**config.mk**
```make
export PLATFORM = sky130hd
export DESIGN_NAME = bcd_to_bin
export DESIGN_NICKNAME = d
export VERILOG_FILES = /design/src/rtl/bcd_to_bin.sv
export SDC_FILE = /design/constraint.sdc
export NUM_CORES = 1
export LEC_CHECK = 0
export CORE_MARGIN = 5
export CORE_UTILIZATION = 50
export CTS_BUF_LIST = sky130_fd_sc_hd__clkbuf_2
export DETAILED_ROUTE_END_ITERATION = 10
export PLACE_DENSITY = 0.77
export SLEW_MARGIN = 0
export SYNTH_ARGS = -nofsm -noshare
export SYNTH_HDL_FRONTEND = slang
export SYNTH_SLANG_ARGS = --single-unit
```
**constraint.sdc**
```tcl
create_clock -name clk -period 1.2 [get_ports clk]
set_input_delay 0.12 -clock clk [delete_from_list [all_inputs] [get_ports clk]]
set_output_delay 0.12 -clock clk [all_outputs]
set_load 0.01 [all_outputs]
```
**src/rtl/bcd_to_bin.sv**
```systemverilog
// Sequential BCD-to-binary converter (reverse double dabble) with start/busy/done handshake.
// Define BCD2BIN_SAT_EN to saturate bin_out on overflow; otherwise the result is truncated.

// state   | meaning
// S_IDLE  | waiting for start; captures bcd_in and validates its digits
// S_SHIFT | one right shift plus nibble correction per cycle, N_SHIFT cycles
// S_FIN   | registers bin_out/ovf/err and pulses done for one cycle
module bcd_to_bin #(
    parameter int DIGITS  = 3,
    parameter int N_SHIFT = 10,
    parameter int BIN_W   = 8
) (
    input  logic                  clk,
    input  logic                  rst,
    input  logic                  start,
    input  logic [4*DIGITS-1:0]   bcd_in,
    output logic                  busy,
    output logic                  done,
    output logic [BIN_W-1:0]      bin_out,
    output logic                  ovf,
    output logic                  err
);

    localparam int BCD_W  = 4 * DIGITS;
    localparam int SR_W   = BCD_W + N_SHIFT;
    localparam int ITER_W = $clog2(N_SHIFT + 1);
    localparam logic [ITER_W-1:0] ITER_LAST = ITER_W'(N_SHIFT - 1);

    typedef enum logic [1:0] {
        S_IDLE,
        S_SHIFT,
        S_FIN
    } state_t;

    state_t             state;
    logic [SR_W-1:0]    sr;
    logic [ITER_W-1:0]  iter;
    logic               bad_cap;

    logic [SR_W-1:0]    sr_shifted;
    logic [SR_W-1:0]    sr_next;
    logic               bad_digit;
    logic [N_SHIFT-1:0] val;
    logic               val_ovf;
    logic [BIN_W-1:0]   bin_res;

    // Shift first, then pull 3 out of any BCD nibble that picked up a carried-in 8.
    always_comb begin
        sr_shifted = sr >> 1;
        sr_next    = sr_shifted;
        for (int d = 0; d < DIGITS; d++) begin
            if (sr_shifted[N_SHIFT + 4*d + 3]) begin
                sr_next[N_SHIFT + 4*d +: 4] = sr_shifted[N_SHIFT + 4*d +: 4] - 4'd3;
            end
        end
    end

    always_comb begin
        bad_digit = 1'b0;
        for (int d = 0; d < DIGITS; d++) begin
            if (bcd_in[4*d +: 4] > 4'd9) begin
                bad_digit = 1'b1;
            end
        end
    end

    assign val     = sr[N_SHIFT-1:0];
    assign val_ovf = (val >> BIN_W) != '0;

`ifdef BCD2BIN_SAT_EN
    assign bin_res = val_ovf ? {BIN_W{1'b1}} : val[BIN_W-1:0];
`else
    assign bin_res = val[BIN_W-1:0];
`endif

    always_ff @(posedge clk or negedge rst) begin
        if (!rst) begin
            state   <= S_IDLE;
            sr      <= '0;
            iter    <= '0;
            bad_cap <= 1'b0;
            busy    <= 1'b0;
            done    <= 1'b0;
            bin_out <= '0;
            ovf     <= 1'b0;
            err     <= 1'b0;
        end else begin
            case (state)
                S_IDLE: begin
                    done <= 1'b0;
                    if (start) begin
                        sr   <= {bcd_in, {N_SHIFT{1'b0}}};
                        iter <= '0;
                        if (bad_digit) begin
                            bad_cap <= 1'b1;
                            state   <= S_FIN;
                        end else begin
                            bad_cap <= 1'b0;
                            busy    <= 1'b1;
                            state   <= S_SHIFT;
                        end
                    end
                end
                S_SHIFT: begin
                    sr   <= sr_next;
                    iter <= iter + ITER_W'(1);
                    if (iter == ITER_LAST) begin
                        state <= S_FIN;
                    end
                end
                S_FIN: begin
                    busy <= 1'b0;
                    done <= 1'b1;
                    if (bad_cap) begin
                        bin_out <= '0;
                        ovf     <= 1'b0;
                        err     <= 1'b1;
                    end else begin
                        bin_out <= bin_res;
                        ovf     <= val_ovf;
                        err     <= 1'b0;
                    end
                    state <= S_IDLE;
                end
                default: begin
                    state <= S_IDLE;
                end
            endcase
        end
    end

endmodule

```
==> results.md <==
- CTS tree: built
- Setup violations, final: 17
- Failing checks: setup timing
- Num CTS Buffers: 5
- Register area share after synthesis: 53.8%
- Sink Count: 41
- Detailed placement HPWL: 3.07 mm
- Detailed Route Iter0 Violations: 84
- CP arrival: ~1.6 ns
- Footprint of the multi-input gates: a little over 900 um^2
- Mapped cell area: 0.00191 mm^2
- First-pass GRT wire length: 7.49 mm
- Routed vias/inst: ~5.6
- RR Endpoint: sr[13]
- Total Power: slightly above 0.006 W
- Final wirelength: approximately 4.5 mm
- Vias in the first global route: 1670
- CORE AREA: ~0.0037 mm^2
- Crit. End Element: flop
- Crit path buf inv count: 1
- Final hold slack: 0.173 ns
- Post-Syn Instances: 183
- Wire per inst: about 16 um
- Max frequency: 808 MHz
- Clock power share: 13.1%
- Diode count: 0
- Nets: 260
- Crit-path cells: buf_6 -> nor2b_4 -> a21oi_1 -> o22a_1
- Int Pwr: ~0.0038 W
- R2R cell count: 4
- Antenna Nets Post-Route: 0
- Routability Congestion: between 0.9 and 1
- Slew @ Worst Pin: 0.335 ns
- Total gr overflow: 0
- Largest net degree at the start of global routing: 42
- Worst-Skew Late Latency: a little over 0.4 ns
- Cell Rows: 22
- Die width: 71.8 um
- Htree depth: 2
- GR Util All Layers: 18.4%
- Die Ht: 71.8 um
- Switching part of the total: 37.8%
- Clock transition at path regs: 0.20 ns
- Fin. Hold Viols: 0
- Number of remaining DRC errors: 0
- DR pass1 iterations: 4
- Slew HR: 77.7%
- Reg area: 0.00103 mm^2
- Area Overhead vs Synth: 38.2%
- # port buffers: 26
- Mapped Avg Cell Area: 10.4 um^2
- Initial Utilization: 51.7%
- Share of layout cells above drive strength 1: 33.5%
- Synth cell types: 35
- Fillers: 270
- Unrepaired setup endpoints after global routing: true
- Crit Reg-Reg Startpoint: state[1]
- Ys flop type: dfrtp_1
- Initial antenna violation count: 0
- Critical path fanouts, max: 7
- Total number of vias: 1617
- Num ports: 27
- Post-Syn Nets: 202
- Final count of pins violating max slew: 0
- Max rail drop VDD: approximately 1.6 mV
- Final Core Density: 71.5%
- Setup crit start kind: flop
- Clock Skew: roughly 0.024 ns
- Crit path depth: 4
- Clk buf depth: 2
- Max Cap Viol: 0
- R2R Setup Slk: -0.04 ns
- Register bit total from synthesis: 41
- Delay-heaviest family, CP: flip-flops
- Async SR Flop Fraction: 100%
- Status: complete, but fails checks
- Critical Path Sink: sr[13]
- Sequential share of power: around 36%
- CP required: 1.53 ns
- Hold crit path type: in2async
- Switch Pwr: 0.00229 W
- CP startpoint: state[1]
- Pleak: 1.18 nW
- Power Dens Cells: 2300 mW/mm^2
- Period utilization: 103%
- Crit Path Category: reg2reg
- Min Tclk post-route: 1.24 ns
- Setup ws final: -0.0371 ns
- Combinational share of power: around half
- Clock root buffer: clkbuf_2
- DIE AREA: 0.00515 mm^2
- Number of enable flip-flop cells after synthesis: 0
- CP max stage cell: dfrtp_2
- Crit-path max cell delay: 0.51 ns
- Synth warn: 0
==> final cells by class <==
class,instances,share of cell area (%)
flip-flops and latches,41,39.0
multi-input cells,125,34.5
repair buffers,62,20.6
well taps,48,2.28
clock inverters,2,1.28
clock buffers,6,1.14
inverters,6,1.14
==> cell usage in the layout (no fill, tap or decap), types with 3 or more instances in the layout <==
cell,Yosys,final
xnor2_1,3,3
nand2_1,23,23
a22o_1,10,10
nor2_1,7,4
nand2b_4,0,3
nor2_2,0,3
o31ai_2,1,3
a31oi_1,3,3
buf_2,7,3
nand2b_1,11,8
clkdlybuf4s50_1,0,13
nor2b_1,6,6
o21ai_1,12,12
inv_1,4,4
o22ai_2,0,6
ha_1,4,4
nand3_1,3,3
buf_4,3,24
dfrtp_1,41,39
buf_6,0,7
o21ai_0,3,3
clkbuf_2,0,16
o22ai_1,9,3
buf_12,0,4
a21oi_1,7,7
==> state kept, by name, summed over array words and instances, names as in the netlist <==
signal,cells
bad_cap,1
bin_out,8
busy,1
done,1
err,1
iter,4
ovf,1
sr,22
state,2
==> cell families (layout without fill, tap and decap cells) <==
| family | Yosys count | in the layout | share of synthesized area [%] |
|---|---|---|---|
| AO/OA/AOI/OAI | 61 | 61 | 22.0 |
| XOR/XNOR | 4 | 4 | 1.84 |
| adder cells (fa/ha/maj) | 4 | 4 | 2.62 |
| buffers and inverters | 17 | 76 | 4.39 |
| flip-flops | 41 | 41 | 53.8 |
| multiplexers | 2 | 2 | 1.18 |
| AND/OR/NAND/NOR | 54 | 54 | 14.2 |
==> timing repair <==
item / 4_1_cts / 5_1_grt
hold buffers: 1 / 0
gates resized for setup: 39 / 32
setup endpoints to repair: 52 / 42
buffers inserted: 10 / 3
pin swaps: 1 / 5
endpoints found under the hold margin: 41 / 0
==> synth_stat cells (4+ instances only) <==
cell type / n / area, um^2
a21oi_1: 7 / 35.0
nor2_1: 7 / 26.3
o22ai_1: 9 / 56.3
dfrtp_1: 41 / 1030
a22o_1: 10 / 87.6
nor2b_1: 6 / 37.5
o21ai_1: 12 / 60.1
nand2_1: 23 / 86.3
buf_2: 7 / 35.0
ha_1: 4 / 50.1
inv_1: 4 / 15.0
nand2b_1: 11 / 68.8
==> metal layers <==
layer	part of all wire [%]	GRT usage [%]
met1	43	22.0
met2	51	31.9
met3	5.3	4.91
met4	1.4	6.47
met5	0	0
==> power by group through the flow <==
stage | logic, W | clock network (W) | registers [W]
after global placement | 0.00236 | 0 | 0.00215
after CTS | 0.00280 | 0.000808 | 0.00217
after floorplan | 0.00150 | 0 | 0.00208
after global routing | 0.00332 | 0.000878 | 0.00228
after detailed placement | 0.00245 | 0 | 0.00219
final | 0.00306 | 0.000793 | 0.00221
==> worst min-delay path, delay by kind of cell <==
family / cells / cell delay [ns]
buffers and inverters: 3 / 0.85
==> metrics by stage <==
stage          std cells  setup WS [ns]  TNS [ns]  cell area (um^2)
2_1_floorplan        183         0.0454         0              1910
3_3_place_gp         268         -0.150     -2.61              2360
3_5_place_dp         268         -0.202     -3.56              2360
4_1_cts              287        -0.0205   -0.0589              2580
5_1_grt              290         -0.126     -1.59              2640
6_report             290        -0.0371    -0.248              2640
==> worst min-delay path by stage <==
stage / startpoint / end / slack (ns) / cells after the start
finish: rst / bin_out[7] / 0.17 / 3
global route: rst / bin_out[3] / 0.16 / 3
CTS: rst / bin_out[7] / 0.16 / 3
detailed placement: rst / bin_out[7] / 0.10 / 2
global placement: rst / bin_out[7] / 0.10 / 2
floorplan: rst / bad_cap / -0.18 / 0
(Power assumes the default switching activity.)
